File: config.mk
export PLATFORM = sky130hd
export DESIGN_NAME = pet_stat_engine_flat
export DESIGN_NICKNAME = d
export VERILOG_FILES = /design/src/rtl/pet_stat_engine_pkg.sv /design/src/rtl/pet_stat_engine_if.sv /design/src/rtl/pet_stat_engine_btn_edge.sv /design/src/rtl/pet_stat_engine.sv /design/src/flat_wrapper.sv
export SDC_FILE = /design/constraint.sdc
export NUM_CORES = 1
export LEC_CHECK = 0
export BUFFER_PORTS_ARGS = -buffer_cell sky130_fd_sc_hd__buf_2
export CAP_MARGIN = 10
export CORE_ASPECT_RATIO = 0.75
export CORE_MARGIN = 10
export CORE_UTILIZATION = 61
export CTS_CLUSTER_SIZE = 30
export DETAILED_ROUTE_END_ITERATION = 6
export PLACE_DENSITY = 0.89
export SYNTH_ARGS = -nofsm -noshare
export SYNTH_HDL_FRONTEND = slang
export SYNTH_SLANG_ARGS = --single-unit
File: constraint.sdc
create_clock -name clk -period 7.3 [get_ports clk]
set_input_delay 1.46 -clock clk [delete_from_list [all_inputs] [get_ports clk]]
set_output_delay 1.46 -clock clk [all_outputs]
set_load 0.005 [all_outputs]
File: src/rtl/pet_stat_engine_pkg.sv
// pet_stat_engine_pkg: default configuration, item indices, kind enum and saturating arithmetic
package pet_stat_engine_pkg;
    localparam int P_N_STATS = 4;
    localparam int P_STAT_W = 3;
    localparam int P_STAT_MAX = 5;
    localparam int P_LOW_THRESH = 2;
    localparam int P_TICK_DIV = 25_000_000;
    localparam int P_DECAY_TICKS = 10;
    localparam int P_TICKS_PER_DAY = 20;
    localparam int P_DAY_W = 6;
    localparam int P_MAX_DAYS = 32;
    localparam int ITEM_DAYS = P_N_STATS;
    localparam int ITEM_MASK = P_N_STATS + 1;
    typedef enum logic [1:0] {K_STAT, K_DAYS, K_MASK} item_kind_t;
    function automatic int clog2(input int v);
        int r;
        r = 0;
        while ((1 << r) < v) r = r + 1;
        return r;
    endfunction
    function automatic int sat_add(input int v, input int d, input int hi);
        int s;
        s = v + d;
        return s < 0 ? 0 : (s > hi ? hi : s);
    endfunction
    localparam int P_SEL_W = clog2(P_N_STATS + 2);
    localparam int P_VAL_W = P_STAT_W > P_DAY_W ? P_STAT_W : P_DAY_W;
endpackage

File: src/rtl/pet_stat_engine_if.sv
// pet_stat_engine_if: pad/sensor inputs and display outputs of the stat engine
interface pet_stat_engine_if #(
    parameter int N_STATS = pet_stat_engine_pkg::P_N_STATS,
    parameter int SEL_W = pet_stat_engine_pkg::P_SEL_W,
    parameter int VAL_W = pet_stat_engine_pkg::P_VAL_W,
    parameter int DAY_W = pet_stat_engine_pkg::P_DAY_W
);
    logic test;
    logic btn_next;
    logic btn_back;
    logic btn_inc;
    logic btn_dec;
    logic [N_STATS-1:0] sns;
    logic [SEL_W-1:0] sel_idx;
    logic [VAL_W-1:0] sel_value;
    logic [N_STATS-1:0] ok_mask;
    logic [DAY_W-1:0] days;
    logic dead;
    logic tick;
    modport master (output test, btn_next, btn_back, btn_inc, btn_dec, sns,
                    input sel_idx, sel_value, ok_mask, days, dead, tick);
    modport slave (input test, btn_next, btn_back, btn_inc, btn_dec, sns,
                   output sel_idx, sel_value, ok_mask, days, dead, tick);
endinterface

File: src/rtl/pet_stat_engine_btn_edge.sv
// pet_stat_engine_btn_edge: 2-flop synchroniser plus falling-edge detect on an active-low pad
module pet_stat_engine_btn_edge (
    input  logic clk,
    input  logic rst,
    input  logic pad,
    output logic pulse
);
    logic [2:0] sr;
    always_ff @(posedge clk) sr <= !rst ? 3'b111 : {sr[1:0], pad};
    assign pulse = sr[2] & ~sr[1];
endmodule

File: src/rtl/pet_stat_engine.sv
// pet_stat_engine: saturating stat bank with decay/day schedule, cursor, death flag and registered outputs
module pet_stat_engine import pet_stat_engine_pkg::*; #(
    parameter int N_STATS = P_N_STATS,
    parameter int STAT_W = P_STAT_W,
    parameter int STAT_MAX = P_STAT_MAX,
    parameter int LOW_THRESH = P_LOW_THRESH,
    parameter int TICK_DIV = P_TICK_DIV,
    parameter int DECAY_TICKS = P_DECAY_TICKS,
    parameter int TICKS_PER_DAY = P_TICKS_PER_DAY,
    parameter int DAY_W = P_DAY_W,
    parameter int MAX_DAYS = P_MAX_DAYS
) (
    input logic clk,
    input logic rst,
    pet_stat_engine_if.slave bus
);
    localparam int SEL_W = clog2(N_STATS + 2);
    localparam int VAL_W = STAT_W > DAY_W ? STAT_W : DAY_W;
    localparam int IW = clog2(N_STATS);
    localparam int PW = clog2(TICK_DIV + 1);
    localparam int DW = clog2(DECAY_TICKS + 1);
    localparam int TW = clog2(TICKS_PER_DAY + 1);
    localparam int ITEM_D = N_STATS;
    localparam int ITEM_M = N_STATS + 1;
    logic p_next, p_back, p_inc, p_dec;
    logic [PW-1:0] presc;
    logic [DW-1:0] dcnt;
    logic [TW-1:0] tcnt;
    logic [STAT_W-1:0] stat [N_STATS];
    logic [STAT_W-1:0] stat_n [N_STATS];
    logic [DAY_W-1:0] days_q, days_n;
    logic dead_q, dead_n;
    logic [SEL_W-1:0] cur, cur_n;
    logic [N_STATS-1:0] ok_now;
    logic [VAL_W-1:0] val_now;
    logic signed [STAT_W+1:0] bdelta, dsum;
    logic tick_i, decay_ev, day_ev, all_zero;
    item_kind_t kind;
    pet_stat_engine_btn_edge u_next (.clk(clk), .rst(rst), .pad(bus.btn_next), .pulse(p_next));
    pet_stat_engine_btn_edge u_back (.clk(clk), .rst(rst), .pad(bus.btn_back), .pulse(p_back));
    pet_stat_engine_btn_edge u_inc (.clk(clk), .rst(rst), .pad(bus.btn_inc), .pulse(p_inc));
    pet_stat_engine_btn_edge u_dec (.clk(clk), .rst(rst), .pad(bus.btn_dec), .pulse(p_dec));
    assign tick_i = bus.test || presc == PW'(TICK_DIV - 1);
    assign decay_ev = tick_i && !dead_q && dcnt == DW'(DECAY_TICKS - 1);
    assign day_ev = tick_i && !dead_q && tcnt == TW'(TICKS_PER_DAY - 1);
    always_comb begin
        kind = cur < SEL_W'(N_STATS) ? K_STAT : (cur == SEL_W'(ITEM_D) ? K_DAYS : K_MASK);
        bdelta = (dead_q || p_inc == p_dec) ? (STAT_W+2)'(0) : (p_inc ? (STAT_W+2)'(1) : (STAT_W+2)'(-1));
        dsum = '0;
        all_zero = 1'b1;
        // button and decay deltas are summed first so coincident events are never lost
        for (int i = 0; i < N_STATS; i++) begin
            dsum = ((kind == K_STAT && cur == SEL_W'(i)) ? bdelta : (STAT_W+2)'(0))
                 + (decay_ev ? (bus.sns[i] ? (STAT_W+2)'(-1) : (STAT_W+2)'(1)) : (STAT_W+2)'(0));
            stat_n[i] = dead_q ? '0 : STAT_W'(sat_add(int'(stat[i]), int'(dsum), STAT_MAX));
            all_zero = all_zero && stat_n[i] == '0;
            ok_now[i] = !dead_q && stat[i] >= STAT_W'(LOW_THRESH);
        end
        days_n = dead_q ? days_q
               : DAY_W'(sat_add(int'(days_q), kind == K_DAYS ? int'(bdelta) : 0, MAX_DAYS - 1) + (day_ev ? 1 : 0));
        dead_n = dead_q || days_n == DAY_W'(MAX_DAYS) || all_zero;
        cur_n = (p_next && !p_back) ? (cur == SEL_W'(ITEM_M) ? '0 : cur + 1'b1)
              : (p_back && !p_next) ? (cur == '0 ? SEL_W'(ITEM_M) : cur - 1'b1) : cur;
        val_now = kind == K_STAT ? VAL_W'(stat[IW'(cur)]) : (kind == K_DAYS ? VAL_W'(days_q) : VAL_W'(ok_now));
    end
    always_ff @(posedge clk) begin
        if (!rst) begin
            presc <= '0;
            dcnt <= '0;
            tcnt <= '0;
            cur <= '0;
            days_q <= '0;
            dead_q <= 1'b0;
            for (int i = 0; i < N_STATS; i++) stat[i] <= STAT_W'(STAT_MAX);
            bus.sel_value <= VAL_W'(STAT_MAX);
            bus.ok_mask <= '1;
            bus.tick <= 1'b0;
        end else begin
            presc <= presc == PW'(TICK_DIV - 1) ? '0 : presc + 1'b1;
            if (tick_i && !dead_q) begin
                dcnt <= dcnt == DW'(DECAY_TICKS - 1) ? '0 : dcnt + 1'b1;
                tcnt <= tcnt == TW'(TICKS_PER_DAY - 1) ? '0 : tcnt + 1'b1;
            end
            stat <= stat_n;
            cur <= cur_n;
            days_q <= days_n;
            dead_q <= dead_n;
            bus.sel_value <= val_now;
            bus.ok_mask <= ok_now;
            bus.tick <= tick_i;
        end
    end
    assign bus.sel_idx = cur;
    assign bus.days = days_q;
    assign bus.dead = dead_q;
endmodule
File: src/flat_wrapper.sv
// flat-port wrapper written by rule: the top's interface ports become plain ports
module pet_stat_engine_flat import pet_stat_engine_pkg::*;
#(
    parameter int N_STATS = P_N_STATS,
    parameter int STAT_W = P_STAT_W,
    parameter int STAT_MAX = P_STAT_MAX,
    parameter int LOW_THRESH = P_LOW_THRESH,
    parameter int TICK_DIV = P_TICK_DIV,
    parameter int DECAY_TICKS = P_DECAY_TICKS,
    parameter int TICKS_PER_DAY = P_TICKS_PER_DAY,
    parameter int DAY_W = P_DAY_W,
    parameter int MAX_DAYS = P_MAX_DAYS
)
  (clk, rst, bus_test, bus_btn_next, bus_btn_back, bus_btn_inc, bus_btn_dec, bus_sns, bus_sel_idx, bus_sel_value, bus_ok_mask, bus_days, bus_dead, bus_tick);
  pet_stat_engine_if #(.N_STATS(N_STATS), .DAY_W(DAY_W)) bus_i ();
  input logic clk;
  input logic rst;
  input wire logic [$bits(bus_i.test)-1:0] bus_test;
  input wire logic [$bits(bus_i.btn_next)-1:0] bus_btn_next;
  input wire logic [$bits(bus_i.btn_back)-1:0] bus_btn_back;
  input wire logic [$bits(bus_i.btn_inc)-1:0] bus_btn_inc;
  input wire logic [$bits(bus_i.btn_dec)-1:0] bus_btn_dec;
  input wire logic [$bits(bus_i.sns)-1:0] bus_sns;
  output wire logic [$bits(bus_i.sel_idx)-1:0] bus_sel_idx;
  output wire logic [$bits(bus_i.sel_value)-1:0] bus_sel_value;
  output wire logic [$bits(bus_i.ok_mask)-1:0] bus_ok_mask;
  output wire logic [$bits(bus_i.days)-1:0] bus_days;
  output wire logic [$bits(bus_i.dead)-1:0] bus_dead;
  output wire logic [$bits(bus_i.tick)-1:0] bus_tick;
  assign bus_i.test = bus_test;
  assign bus_i.btn_next = bus_btn_next;
  assign bus_i.btn_back = bus_btn_back;
  assign bus_i.btn_inc = bus_btn_inc;
  assign bus_i.btn_dec = bus_btn_dec;
  assign bus_i.sns = bus_sns;
  assign bus_sel_idx = bus_i.sel_idx;
  assign bus_sel_value = bus_i.sel_value;
  assign bus_ok_mask = bus_i.ok_mask;
  assign bus_days = bus_i.days;
  assign bus_dead = bus_i.dead;
  assign bus_tick = bus_i.tick;
  pet_stat_engine #(.N_STATS(N_STATS), .STAT_W(STAT_W), .STAT_MAX(STAT_MAX), .LOW_THRESH(LOW_THRESH), .TICK_DIV(TICK_DIV), .DECAY_TICKS(DECAY_TICKS), .TICKS_PER_DAY(TICKS_PER_DAY), .DAY_W(DAY_W), .MAX_DAYS(MAX_DAYS)) u_core (.clk(clk), .rst(rst), .bus(bus_i));
endmodule
==> results.toml, run 1 <==
[critical_path]
cpMaxStageDelayCell = "o22ai_1"
cp_cell_sequence = "or3b_1 -> nor2_1 -> ha_1 -> ha_1 -> o31ai_1 -> ha_1 -> or4bb_1 -> nor4_1 -> nand2_1 -> o22ai_1 -> a21oi_1 -> ha_1 -> ha_1 -> or3b_2 -> o221ai_1 -> o31ai_1 -> o31ai_2"
worst-path-max-fanout = 15
cp.arrival_ns = 6.09
crit_type = "reg -> reg"
required_ns = 7.55
crit_path_frequent_cell = "ha_1"
slowest_delay_ns = 0.70
cp-end-kind = "flip-flop"
crit_path_start_kind = "flip-flop"

[global_route]
grt_pass1_wl_mm = 20.3
gr-usage-all-layers_pct = 19.2
met3_usage_pct = 5.27
gr-total-overflow = 0
grt.met2_usage_pct = 31.4
met1_usage_pct = 23.5
grt_pass1_vias = 4203
grt_max_degree = 38
top_usage_layer = "met2"
grt_antenna_before_repair = 0

[cts]
post_cts_buffers = 0
cts_buffers = 9
cts.repair.resized = 0
ctsHoldBuffers = 0
cts_sinks = 79
cts_tree = "done"
htreeDepth = 3
clkSlewWorstSetupHoldPaths_ns = 0.06
clock-root-buffer = "clkbuf_16"
clk_path_buf_depth = 2
clk_latency_ns = 0.34

[floorplanning]
design.die.area_mm2 = 0.0127
start_util_pct = 62.1
core_area_mm2 = 0.00838
fp.dieH_um = 100
rows = 29
die_w_um = 127
ios = 32

[yosys]
ys.flop_type = "dfxtp_1"
synth_top_cell_by_area = "dfxtp_1"
syn-cell-area_mm2 = 0.00520
synth_cells = 595
synthMuxAreaShare_pct = 2.67
synthArstFlopShare_pct = 0
synth-seq-area-share_pct = 30.4
synthTopCellsByCount = "79 x dfxtp_1, 63 x nor2_1, 46 x inv_1"
synth_edf_count = 0
ys_types = 76
synthSimpleGateAreaFrac_pct = 26.4
synth_fp_nets = 657
synth_compound_area_share_pct = 14.2
synth_top_area_share_pct = 30.4
synthXorXnorAreaFrac_pct = 6.40
ys_ff_latch = 79
yosysMostFrequentCell = "dfxtp_1"
synth_area_leaders = "dfxtp_1 30%, ha_1 8.4%, fa_1 6.2%, nor2_1 4.5%, xnor2_1 3.5%"
synthAdderAreaFrac_pct = 14.6
yosys_warnings = 0
synth_top_family_by_area = "simple AND/OR/NAND/NOR gates"
synth_area_per_cell_um2 = 8.74

[place]
gp_congestion = 0.939
dp_cells = 713
portBuffers = 31
place_hpwl_mm = 8.83

[cells_and_area]
n_fill_cell = 636
antenna-diode-count = 0
area_growth_syn_to_layout_pct = 9.43
drive_above_1_share_pct = 11.6
nNetsFinal = 678
fin_cells = 728

[route]
drtIter0Drc = 368
wl_mm = 11.9
antenna_left = 0
post_drt_wl_per_cell_um = 16.4
drc = 0
vias_per_cell = 6.01
firstDrtPassIters = 5
num_vias = 4377

[sta]
tns_ns = 0
fmax_mhz = 171
tightest_slew_ns = 1.01
rsz0062_at_grt = "false"
slew_headroom_pct = 32.4
finalCritPeriodShare_pct = 79.9
hold_violations = 0
finClkSkew_ns = 0.00915
fin_crit_ns = 5.83
slew_violations = 0
setup_viol = 0

[power_and_ir_drop]
power.total_mw = 1.12
ir_worst_vdd_mv = 0.179
power_density_mw_per_mm2 = 197
p_leak_nw = 2.49

[run]
maxCapViolCount = 0

[worst_hold_path]
hold_path_class = "reg -> reg"

[run_status]
status = "finished clean"
[metal layers]
layer  part of all wire [%]  up-vias
met5                      0        -
met4                    1.9        0
met3                    7.2       25
met2                     47      167
met1                     44     2073
li1                       -     2112
[flip-flops by register name, summed over array words and instances, names as in the netlist]
signal and flops:
u_core.presc 25, u_core.stat 12, u_core.bus.days 6, u_core.bus.sel_value 6, u_core.tcnt 5, u_core.bus.ok_mask 4
u_core.dcnt 4, u_core.bus.sel_idx 3, u_core.u_back.sr 3, u_core.u_dec.sr 3, u_core.u_inc.sr 3, u_core.u_next.sr 3
u_core.bus.dead 1, u_core.bus.tick 1
[kinds of logic after synthesis]
family / count (synthesis)
XOR/XNOR: 38
flip-flops: 79
AO/OA/AOI/OAI: 104
adder cells (fa/ha/maj): 51
multiplexers: 10
buffers and inverters: 69
AND/OR/NAND/NOR: 244
[stage by stage]
| step | area [um2] | setup WS (ns) | utilization (%) | hold slack [ns] |
|---|---|---|---|---|
| after detailed placement | 5400 | 1.58 | 64.4 | 0.392 |
| after global routing | 5690 | 0.943 | 67.9 | 0.437 |
| after floorplan | 5200 | 2.47 | - | 0.386 |
| final | 5690 | 1.47 | 67.9 | 0.405 |
| after CTS | 5690 | 1.56 | 67.9 | 0.406 |
| after global placement | 5400 | 1.93 | 64.4 | 0.390 |
[worst paths after layout]
| kind | to | cells after the start | slack, ns | start |
|---|---|---|---|---|
| worst min-delay path | u_core.u_back.sr[1] | 1 | 0.41 | u_core.u_back.sr[0] |
| worst max-delay path | u_core.bus.dead | 17 | 1.47 | u_core.bus.sel_idx[2] |
| worst min register to register | u_core.u_back.sr[1] | 1 | 0.41 | u_core.u_back.sr[0] |
| worst max register to register | u_core.bus.dead | 17 | 1.47 | u_core.bus.sel_idx[2] |
[cells in the final DEF, fill, tap and decap left out, types with 4 or more instances in the layout]
cell type / n
a21o_1: 8
a21oi_1: 25
a31oi_1: 4
and2_1: 7
and3_1: 14
buf_2: 31
clkbuf_16: 9
dfxtp_1: 79
fa_1: 16
ha_1: 35
inv_1: 46
mux2i_1: 6
nand2_1: 43
nand2b_1: 22
nand3_1: 17
nor2_1: 63
nor2b_1: 15
nor3_1: 10
nor4_1: 11
o211ai_1: 4
o21ai_0: 15
o21bai_1: 8
o31ai_1: 8
or3_1: 7
or4_1: 6
xnor2_1: 21
xor2_1: 17
[worst max-delay path, delay by kind of cell, from the launching register on]
family	cells	cell delay [ns]
compound gates	6	1.42
fa+ha+maj	5	1.63
simple gates	6	2.09
flops	1	0.59
[report_power, final]
part | switching, mW | total, mW | internal [mW] | leakage (nW)
sequential | 0.0346 | 0.486 | 0.451 | 0.643
combinational | 0.108 | 0.189 | 0.0811 | 1.71
clock | 0.185 | 0.450 | 0.265 | 0.142
[final cells by class]
class / instances / area [um2] / share of cell area, %
Multi-Input combinational cell: 447 / 3340 / 58.7
Sequential cell: 79 / 1580 / 27.8
Clock buffer: 9 / 225 / 3.96
Inverter: 47 / 176 / 3.10
Timing Repair Buffer: 32 / 163 / 2.86
Tap cell: 108 / 135 / 2.37
Clock inverter: 6 / 68.8 / 1.21
(Power assumes the default switching activity.)
==> inputs of run 2 (changes only) <==
--- a/config.mk
+++ b/config.mk
@@ -5,6 +5,7 @@
 export SDC_FILE = /design/constraint.sdc
 export NUM_CORES = 1
 export LEC_CHECK = 0
+export ABC_AREA = 1
 export BUFFER_PORTS_ARGS = -buffer_cell sky130_fd_sc_hd__buf_2
 export CAP_MARGIN = 10
 export CORE_ASPECT_RATIO = 0.75
==> constraint.sdc (replaced) <==
create_clock -name clk -period 5.95 [get_ports clk]
set_input_delay 1.19 -clock clk [delete_from_list [all_inputs] [get_ports clk]]
set_output_delay 1.19 -clock clk [all_outputs]
set_load 0.005 [all_outputs]
==> run 2 against run 1 <==
Effect of this change:
- combinational power up 22%
- die area down 2.1%
- non-clock buffer count down 1
- sequential share of layout area up 0.86 points
- power up 7.6%
- critical path depth up 11
- global-route usage down 0.21 points
- synthesized cell count up 17%
- wire length up 0.13%
- maximum frequency up 8.1%
- clock-buffer cell count up 1
- utilization up 1.2 points
==> results.toml, run 2 <==
[run_status]
status = "finished clean"

[yosys]
ys_ff_latch = 79
synthTopCellsByCount = "125 x inv_1, 116 x nand2_1, 79 x dfxtp_1"
syn-cell-area_mm2 = 0.00507
synth_edf_count = 0
synth_fp_nets = 756
synth_top_cell_by_area = "dfxtp_1"
synth_cells = 694
synthArstFlopShare_pct = 0
synth-seq-area-share_pct = 31.2
yosys_warnings = 0
ys_types = 50
synth_top_area_share_pct = 31.2
ys.flop_type = "dfxtp_1"
synth_area_per_cell_um2 = 7.31
synth_area_leaders = "dfxtp_1 31%, inv_1 9.3%, ha_1 8.6%, nand2_1 8.6%, fa_1 6.3%"
yosysMostFrequentCell = "inv_1"

[sta]
worst_slack_ns = 0.553
fmax_mhz = 185
finClkSkew_ns = 0.00889
slew_headroom_pct = 41.3
tightest_slew_ns = 0.879
tns_ns = 0
rsz0062_at_grt = "false"
setup_viol = 0
slew_violations = 0
finalCritPeriodShare_pct = 90.7
hold_violations = 0
fin_crit_ns = 5.40

[place]
place_hpwl_mm = 9.14
place_ws_ns = 0.410
portBuffers = 31
gp_congestion = 0.974

[cells_and_area]
area_growth_syn_to_layout_pct = 8.93
regMostFlops = "u_core.presc"
antenna-diode-count = 0
nNetsFinal = 788
largest_registers = "u_core.presc (25), u_core.stat (12)"
final_cell_mix = "124 x inv_1, 116 x nand2_1, 79 x dfxtp_1"
post-route-util_pct = 69.1
largest_reg_flops = 25
final_common_cell = "inv_1"
n_fill_cell = 613
drive_above_1_share_pct = 15.3

[global_route]
grt_pass1_vias = 4456
gr-usage-all-layers_pct = 18.9
grt_max_degree = 29
grt_antenna_before_repair = 0
grt_pass1_wl_mm = 20.0
gr-total-overflow = 0

[critical_path]
rr_startpoint = "u_core.presc[0]"
r2r_end = "u_core.bus.dead"
required_ns = 6.25
crit_type = "reg -> reg"
crit_path_start_kind = "flip-flop"
cp-end-kind = "flip-flop"
cp.arrival_ns = 5.70
slowest_delay_ns = 0.53
worst-r2r-cell-count = 28
cpMaxStageDelayCell = "fa_1"
r2r_slack_ns = 0.55
crit_path_frequent_cell = "nand2_1"
worst-path-max-fanout = 9

[cts]
clk_latency_ns = 0.36
clkSlewWorstSetupHoldPaths_ns = 0.08
cts_sinks = 79
clock-root-buffer = "clkbuf_8"
htreeDepth = 3
cts_tree = "done"
cts_buffers = 9
ctsHoldBuffers = 0
post_cts_buffers = 0
clk_path_buf_depth = 2

[floorplanning]
ios = 32
die_w_um = 125
design.die.area_mm2 = 0.0124
start_util_pct = 63.5
fp.dieH_um = 99.0
rows = 28
core_area_mm2 = 0.00799

[route]
vias_per_cell = 5.54
post_drt_wl_per_cell_um = 14.3
num_vias = 4629
antenna_left = 0
drtIter0Drc = 460
drc = 0
wl_mm = 12.0
firstDrtPassIters = 6

[power_and_ir_drop]
p_leak_nw = 2.56
ir_worst_vdd_mv = 0.181
power_density_mw_per_mm2 = 219

[worst_hold_path]
worstHoldPathCells = 1
worstHoldStart = "u_core.u_inc.sr[0]"
min_to = "u_core.u_inc.sr[1]"
hold_path_class = "reg -> reg"

[run]
maxCapViolCount = 0
## run 2: changes by cell type after synthesis, moves of 9 or more
cell      before  now
nand2_1       43  116
nand2b_1      22    0
and3_1        14    1
nand3_1       17   32
clkbuf_1      16    5
inv_1         46  125
a21oi_1       25   41
nand2_2        2   13
xnor2_1       21    5
inv_2          1   10
o21ai_0       15   28
nor2b_1       15    0
or2_2          0   16
nor3_1        10   23
## run 2: worst max-delay path, delay by kind of cell (launching register included)
kind,cells,cell delay [ns]
buffers and inverters,5,0.55
DFF,1,0.36
adders and majority gates,5,1.40
AOI/OAI and AO/OA,3,0.93
and+or+nand+nor,15,2.10
## run 2: metrics by stage
| step | total power, mW | instance area [um2] | instances | hold slack [ns] |
|---|---|---|---|---|
| after global routing | 1.26 | 5520 | 835 | 0.442 |
| after CTS | 1.21 | 5510 | 835 | 0.432 |
| after global placement | 0.804 | 5310 | 820 | 0.401 |
| final | 1.21 | 5520 | 835 | 0.429 |
| after floorplan | 0.751 | 5070 | 694 | 0.392 |
| after detailed placement | 0.815 | 5310 | 820 | 0.407 |
## run 2: layout make-up
cell class | count | area, um2 | area share, %
Clock buffer | 10 | 138 | 2.49
Timing Repair Buffer | 31 | 155 | 2.81
Tap cell | 105 | 131 | 2.38
Multi-Input combinational cell | 469 | 2950 | 53.4
Sequential cell | 79 | 1580 | 28.6
Inverter | 136 | 510 | 9.24
Clock inverter | 5 | 58.8 | 1.06
## run 2: kinds of logic (layout without fill, tap and decap cells)
group                      after synthesis  in the layout  synth area share [%]
AOI/OAI and AO/OA                       95             95                  11.1
xor gates and xnor gates                14             14                  2.42
adders and majority gates               51             51                  15.0
buffers and inverters                  146            182                  11.0
DFF                                     79             79                  31.2
and+or+nand+nor                        309            309                  29.4
## run 2: per-layer routing
metal	up-vias	track usage, %	share of wire [%]
li1	2271	-	-
met1	2139	23.4	44
met2	194	31.8	47
met3	25	5.51	8.1
met4	0	4.51	1.2
met5	-	0	0
## run 2: worst max-delay path by stage
stage,start,endpoint,slack [ns],depth (start not counted)
floorplan,bus_test,u_core.bus.dead,1.20,23
global placement,bus_test,u_core.bus.dead,0.75,24
detailed placement,bus_test,u_core.bus.dead,0.41,24
CTS,u_core.presc[0],u_core.bus.dead,0.37,27
global route,u_core.presc[0],u_core.bus.dead,0.03,32
finish,u_core.presc[0],u_core.bus.dead,0.55,28
## run 2: repair_timing
action | in CTS | in global routing
endpoints found under the hold margin | 0 | 0
gates resized for setup | 0 | 6
endpoints found under the setup margin | 0 | 1
## run 2: where the power goes
part           total, mW  internal (mW)  switching [mW]
clock              0.400          0.203           0.197
sequential         0.578          0.553          0.0253
combinational      0.231         0.0861           0.145
